## src/rtl/sram_ctrl_pkg.sv

```systemverilog
// Shared types and constants for the MEM-stage SRAM controller.
// Sequences 32-bit accesses as two 16-bit SRAM phases.
package sram_ctrl_pkg;

    typedef enum logic [1:0] {
        IDLE = 2'd0,
        LO   = 2'd1,
        HI   = 2'd2,
        DONE = 2'd3
    } sram_state_t;

    localparam int SRAM_DW           = 16;
    localparam int DEFAULT_ADDR_BASE = 1024;

endpackage

```

## src/rtl/sram_mem_ctrl.sv

```systemverilog
// MEM-stage controller: splits each 32-bit word access into two half-word
// cycles on a 16-bit asynchronous SRAM and stalls the pipeline until done.
module sram_mem_ctrl
    import sram_ctrl_pkg::*;
#(
    parameter int unsigned ADDR_BASE   = DEFAULT_ADDR_BASE,
    parameter int unsigned SRAM_AW     = 18,
    parameter int unsigned HOLD_CYCLES = 1
) (
    input  logic               clk,
    input  logic               rst_n,
    input  logic               rd_en,
    input  logic               wr_en,
    input  logic [31:0]        address,
    input  logic [31:0]        write_data,
    output logic [31:0]        read_data,
    output logic               ready,
    output logic [SRAM_AW-1:0] sram_addr,
    output logic [SRAM_DW-1:0] sram_dq_out,
    input  logic [SRAM_DW-1:0] sram_dq_in,
    output logic               sram_dq_oe,
    output logic               sram_we_n
);

    localparam logic [3:0] LAST_CNT = 4'(HOLD_CYCLES - 1);
    localparam int         WA_W     = SRAM_AW - 1;

    sram_state_t        state_q, state_d;
    logic [3:0]         cnt_q, cnt_d;
    logic               isWrite_q, isWrite_d;
    logic [WA_W-1:0]    wordAddr_q, wordAddr_d;
    logic [31:0]        wdata_q, wdata_d;
    logic [31:0]        readData_q, readData_d;
    logic [SRAM_AW-1:0] sramAddr_q, sramAddr_d;
    logic [SRAM_DW-1:0] dqOut_q, dqOut_d;
    logic               dqOe_q, dqOe_d;
    logic               weN_q, weN_d;

    logic [31:0] reqOffset;
    logic        unusedOffsetBits;
    logic        request;

    assign request          = rd_en | wr_en;
    assign reqOffset        = address - ADDR_BASE;
    assign unusedOffsetBits = ^{reqOffset[31:SRAM_AW+1], reqOffset[1:0]};

    always_ff @(posedge clk or negedge rst_n) begin
        if (!rst_n) begin
            state_q    <= IDLE;
            cnt_q      <= '0;
            isWrite_q  <= 1'b0;
            wordAddr_q <= '0;
            wdata_q    <= '0;
            readData_q <= '0;
            sramAddr_q <= '0;
            dqOut_q    <= '0;
            dqOe_q     <= 1'b0;
            weN_q      <= 1'b1;
        end else begin
            state_q    <= state_d;
            cnt_q      <= cnt_d;
            isWrite_q  <= isWrite_d;
            wordAddr_q <= wordAddr_d;
            wdata_q    <= wdata_d;
            readData_q <= readData_d;
            sramAddr_q <= sramAddr_d;
            dqOut_q    <= dqOut_d;
            dqOe_q     <= dqOe_d;
            weN_q      <= weN_d;
        end
    end

    always_comb begin
        state_d    = state_q;
        cnt_d      = cnt_q;
        isWrite_d  = isWrite_q;
        wordAddr_d = wordAddr_q;
        wdata_d    = wdata_q;
        readData_d = readData_q;
        sramAddr_d = sramAddr_q;
        dqOut_d    = dqOut_q;
        dqOe_d     = 1'b0;
        weN_d      = 1'b1;

        unique case (state_q)
            IDLE: begin
                if (request) begin
                    isWrite_d  = wr_en;
                    wordAddr_d = reqOffset[SRAM_AW:2];
                    wdata_d    = write_data;
                    cnt_d      = '0;
                    state_d    = LO;
                end
            end
            LO: begin
                if (cnt_q == LAST_CNT) begin
                    if (!isWrite_q) readData_d[15:0] = sram_dq_in;
                    cnt_d   = '0;
                    state_d = HI;
                end else begin
                    cnt_d = cnt_q + 4'd1;
                end
            end
            HI: begin
                if (cnt_q == LAST_CNT) begin
                    if (!isWrite_q) readData_d[31:16] = sram_dq_in;
                    cnt_d   = '0;
                    state_d = DONE;
                end else begin
                    cnt_d = cnt_q + 4'd1;
                end
            end
            DONE: state_d = IDLE;
            default: state_d = IDLE;
        endcase

        // Pins are registered from the upcoming state so they are valid
        // for the whole of each LO/HI cycle.
        unique case (state_d)
            LO: begin
                sramAddr_d = {wordAddr_d, 1'b0};
                dqOe_d     = isWrite_d;
                weN_d      = !isWrite_d;
                if (isWrite_d) dqOut_d = wdata_d[15:0];
            end
            HI: begin
                sramAddr_d = {wordAddr_d, 1'b1};
                dqOe_d     = isWrite_d;
                weN_d      = !isWrite_d;
                if (isWrite_d) dqOut_d = wdata_d[31:16];
            end
            default: begin
                dqOe_d = 1'b0;
                weN_d  = 1'b1;
            end
        endcase
    end

    assign ready       = (state_q == IDLE && !request) || (state_q == DONE);
    assign read_data   = readData_q;
    assign sram_addr   = sramAddr_q;
    assign sram_dq_out = dqOut_q;
    assign sram_dq_oe  = dqOe_q;
    assign sram_we_n   = weN_q;

endmodule

```

## config.mk

```make
export PLATFORM = sky130hd
export DESIGN_NAME = sram_mem_ctrl
export DESIGN_NICKNAME = d
export VERILOG_FILES = /design/src/rtl/sram_ctrl_pkg.sv /design/src/rtl/sram_mem_ctrl.sv
export SDC_FILE = /design/constraint.sdc
export NUM_CORES = 1
export LEC_CHECK = 0
export CORE_MARGIN = 10
export CORE_UTILIZATION = 52
export CTS_BUF_LIST = sky130_fd_sc_hd__clkbuf_16
export DETAILED_ROUTE_END_ITERATION = 6
export PLACE_DENSITY = 0.86
export RECOVER_POWER = 25
export SYNTH_ARGS = -nofsm -noshare
export SYNTH_HDL_FRONTEND = slang
export SYNTH_SLANG_ARGS = --single-unit
```

## constraint.sdc

```tcl
create_clock -name clk -period 5.8 [get_ports clk]
set_clock_uncertainty 0.1 [all_clocks]
set_input_delay 0.87 -clock clk [delete_from_list [all_inputs] [get_ports clk]]
set_output_delay 0.87 -clock clk [all_outputs]
set_load 0.05 [all_outputs]
```

==> results.ini <==
[clock_network]
cts_made_buffers=17
clk-insertion-delay-late_ns=0.41
cts_root_buf=clkbuf_16
post-cts-setup-buffer-count=0
postCtsHoldBufs=0
cts_tree=yes
htreeDepth=4
cts_buffer_depth=2
path_clk_slew_ns=0.05
cts.sinks=124
cts_resized=0

[floorplanning]
pin_count=153
die_width_um=123
start_util=0.532
fp.dieH_um=123
dieArea_mm2=0.0150
rows=37
core_area_mm2=0.0103

[timing]
fin_crit_ns=3.92
hold_viol=0
fmax_ghz=0.255
setup_viol=0
rsz0062_at_grt=no
timing.final.crit_share=0.675
setup_tns_ns=0
drv_slew=61
max_slew.worst_pin.slew_ns=3.13
slew_headroom=-1.08
holdWs_ns=0.367

[place]
place_congestion=0.788
dp_hpwl_um=9260
portBuffers=137

[logic_synthesis]
ys_seq_elements=124
syn_area_per_cell_um2=12.3
ys_types=42
synth_top_area_share=0.563
synth_top_area_cell=dfrtp_1
synth_top_cells_by_area=dfrtp_1 56%, mux2_2 11%, nand2_1 9.1%
syn_area_mm2=0.00547
synth_seq_area_share=0.568
postSynthCellCount=446
yosysWarnings=0
ys.flop_type=dfrtp_1
async_reset_ff_frac=1.00
synth-edff-count=0
syn-num-nets=540

[grt]
grtUsageTotal=0.177
grt_pass1_vias=4156
grt-ovfl-total=0
grt_first_pass_wirelength_um=20700
antenna_found_initial=0
grt_max_degree=66

[routing]
first_iter_violations=260
ant_nets=0
vias_per_cell=5.32
drt_pre_antenna_iters=4
finalWirelength_um=13200
drc=0
via_count=3902
post_drt_wl_per_cell_um=18.0

[setup_path]
cp-start-kind=primary input
cp_data_required_time_ns=4.83
crit_path_end_kind=output pin
cp_max_fo=5
critical_path_arrival_ns=2.95
path_class=in2out

[cells_and_area]
fillers=736
antenna_cells=0
final_cell_mix=135 x nand2_1, 135 x clkdlybuf4s50_1, 123 x dfrtp_1, 53 x mux2_2, 17 x clkbuf_16
syn2layout_area_growth_pct=36.0
nNetsFinal=678
layout-drive-gt1-share=0.174

[power]
power.density_mw_per_mm2=745
vdd_drop_max_v=0.000416
leakage_nw=3.39

[outcome]
status=finished with violations
violations=max-capacitance violations, max-slew violations

[min_path]
worstHoldPathType=reg2reg

[job]
max-cap-violations=1

synth_stat cells, types with 2 or more instances:
master	count
a21o_1	4
nand2_1	133
buf_1	4
xnor2_1	2
nor3_1	4
a21oi_1	7
mux4_2	10
mux2_2	53
o221ai_1	2
nand3_1	5
mux4_1	6
buf_2	4
clkbuf_1	8
nand2b_1	3
ha_1	10
buf_6	5
o21ai_0	8
nor2_1	13
dfrtp_1	123
o31ai_1	2
mux2_4	8
nand2_4	2
inv_1	9
a32o_1	2
xor2_1	2
path summary, 6_finish.rpt:
path / from / slack [ns] / depth (start not counted) / to
max: rd_en / 1.88 / 4 / ready
min: wordAddr_q[2]$_DFF_PN0_ / 0.37 / 2 / wordAddr_q[2]$_DFF_PN0_
max reg2reg: cnt_q[0]$_DFFE_PN0P_ / 2.30 / 11 / sram_dq_out[2]$_DFFE_PN0P_
min reg2reg: wordAddr_q[2]$_DFF_PN0_ / 0.37 / 2 / wordAddr_q[2]$_DFF_PN0_
max in group asynchronous: rst_n / 2.11 / 2 / sram_dq_out[15]$_DFFE_PN0P_
min in group asynchronous: rst_n / 1.39 / 1 / read_data[0]$_DFFE_PN0P_
through the flow:
step	util	std cells	total power [mW]	cell area (µm²)	setup WS, ns
6_report	0.724	733	5.54	7440	1.88
5_1_grt	0.724	733	5.85	7440	1.50
4_1_cts	0.727	733	5.62	7470	1.93
3_5_place_dp	0.672	701	4.58	6900	1.87
3_3_place_gp	0.672	701	4.46	6900	1.95
2_1_floorplan	-	446	3.73	5470	2.44
critical path, stage by stage:
cell             delay (ns)
dlygate4sd3_1          0.62
or3b_2                 0.53
nand2b_1               0.10
clkdlybuf4s50_1        0.82
registers in the layout, indices dropped and copies added, names as in the netlist:
register	cells
read_data	32
wdata_q	32
sram_addr	18
wordAddr_q	17
sram_dq_out	16
cnt_q	4
state_q	2
isWrite_q	1
sram_dq_oe	1
sram_we_n	1
metal layers:
layer,global-route usage,vias to the layer above,share of wire
li1,-,1800,-
met2,0.304,132,0.51
met5,0,-,0
met4,0.0862,0,0.025
met1,0.193,1943,0.39
met3,0.0579,27,0.076
power breakdown:
group / internal [mW] / switching, mW / leakage (nW)
Clock: 0.659 / 0.354 / 0.300
Sequential: 1.31 / 0.212 / 1.50
Combinational: 1.26 / 1.75 / 1.59
Total: 3.23 / 2.31 / 3.39
kinds of logic (layout without fill, tap and decap cells):
family                   after synthesis  count (layout)  share of synthesized area
AND/OR/NAND/NOR                      167             167                      0.128
multiplexers                          79              79                      0.205
adder cells (fa/ha/maj)               10              10                     0.0229
buffers and inverters                 31             182                     0.0320
flip-flops                           124             124                      0.568
XOR/XNOR                               4               4                    0.00641
AO/OA/AOI/OAI                         31              31                     0.0378
final cells by class:
class | instances | area, µm² | area share
sequential | 124 | 3100 | 0.417
multi-input combinational | 291 | 2160 | 0.291
timing repair buffer | 141 | 1400 | 0.188
clock buffer | 17 | 425 | 0.0572
tap | 136 | 170 | 0.0229
clock inverter | 15 | 143 | 0.0192
inverter | 9 | 33.8 | 0.00454
Power figures use the tool's default switching activity.
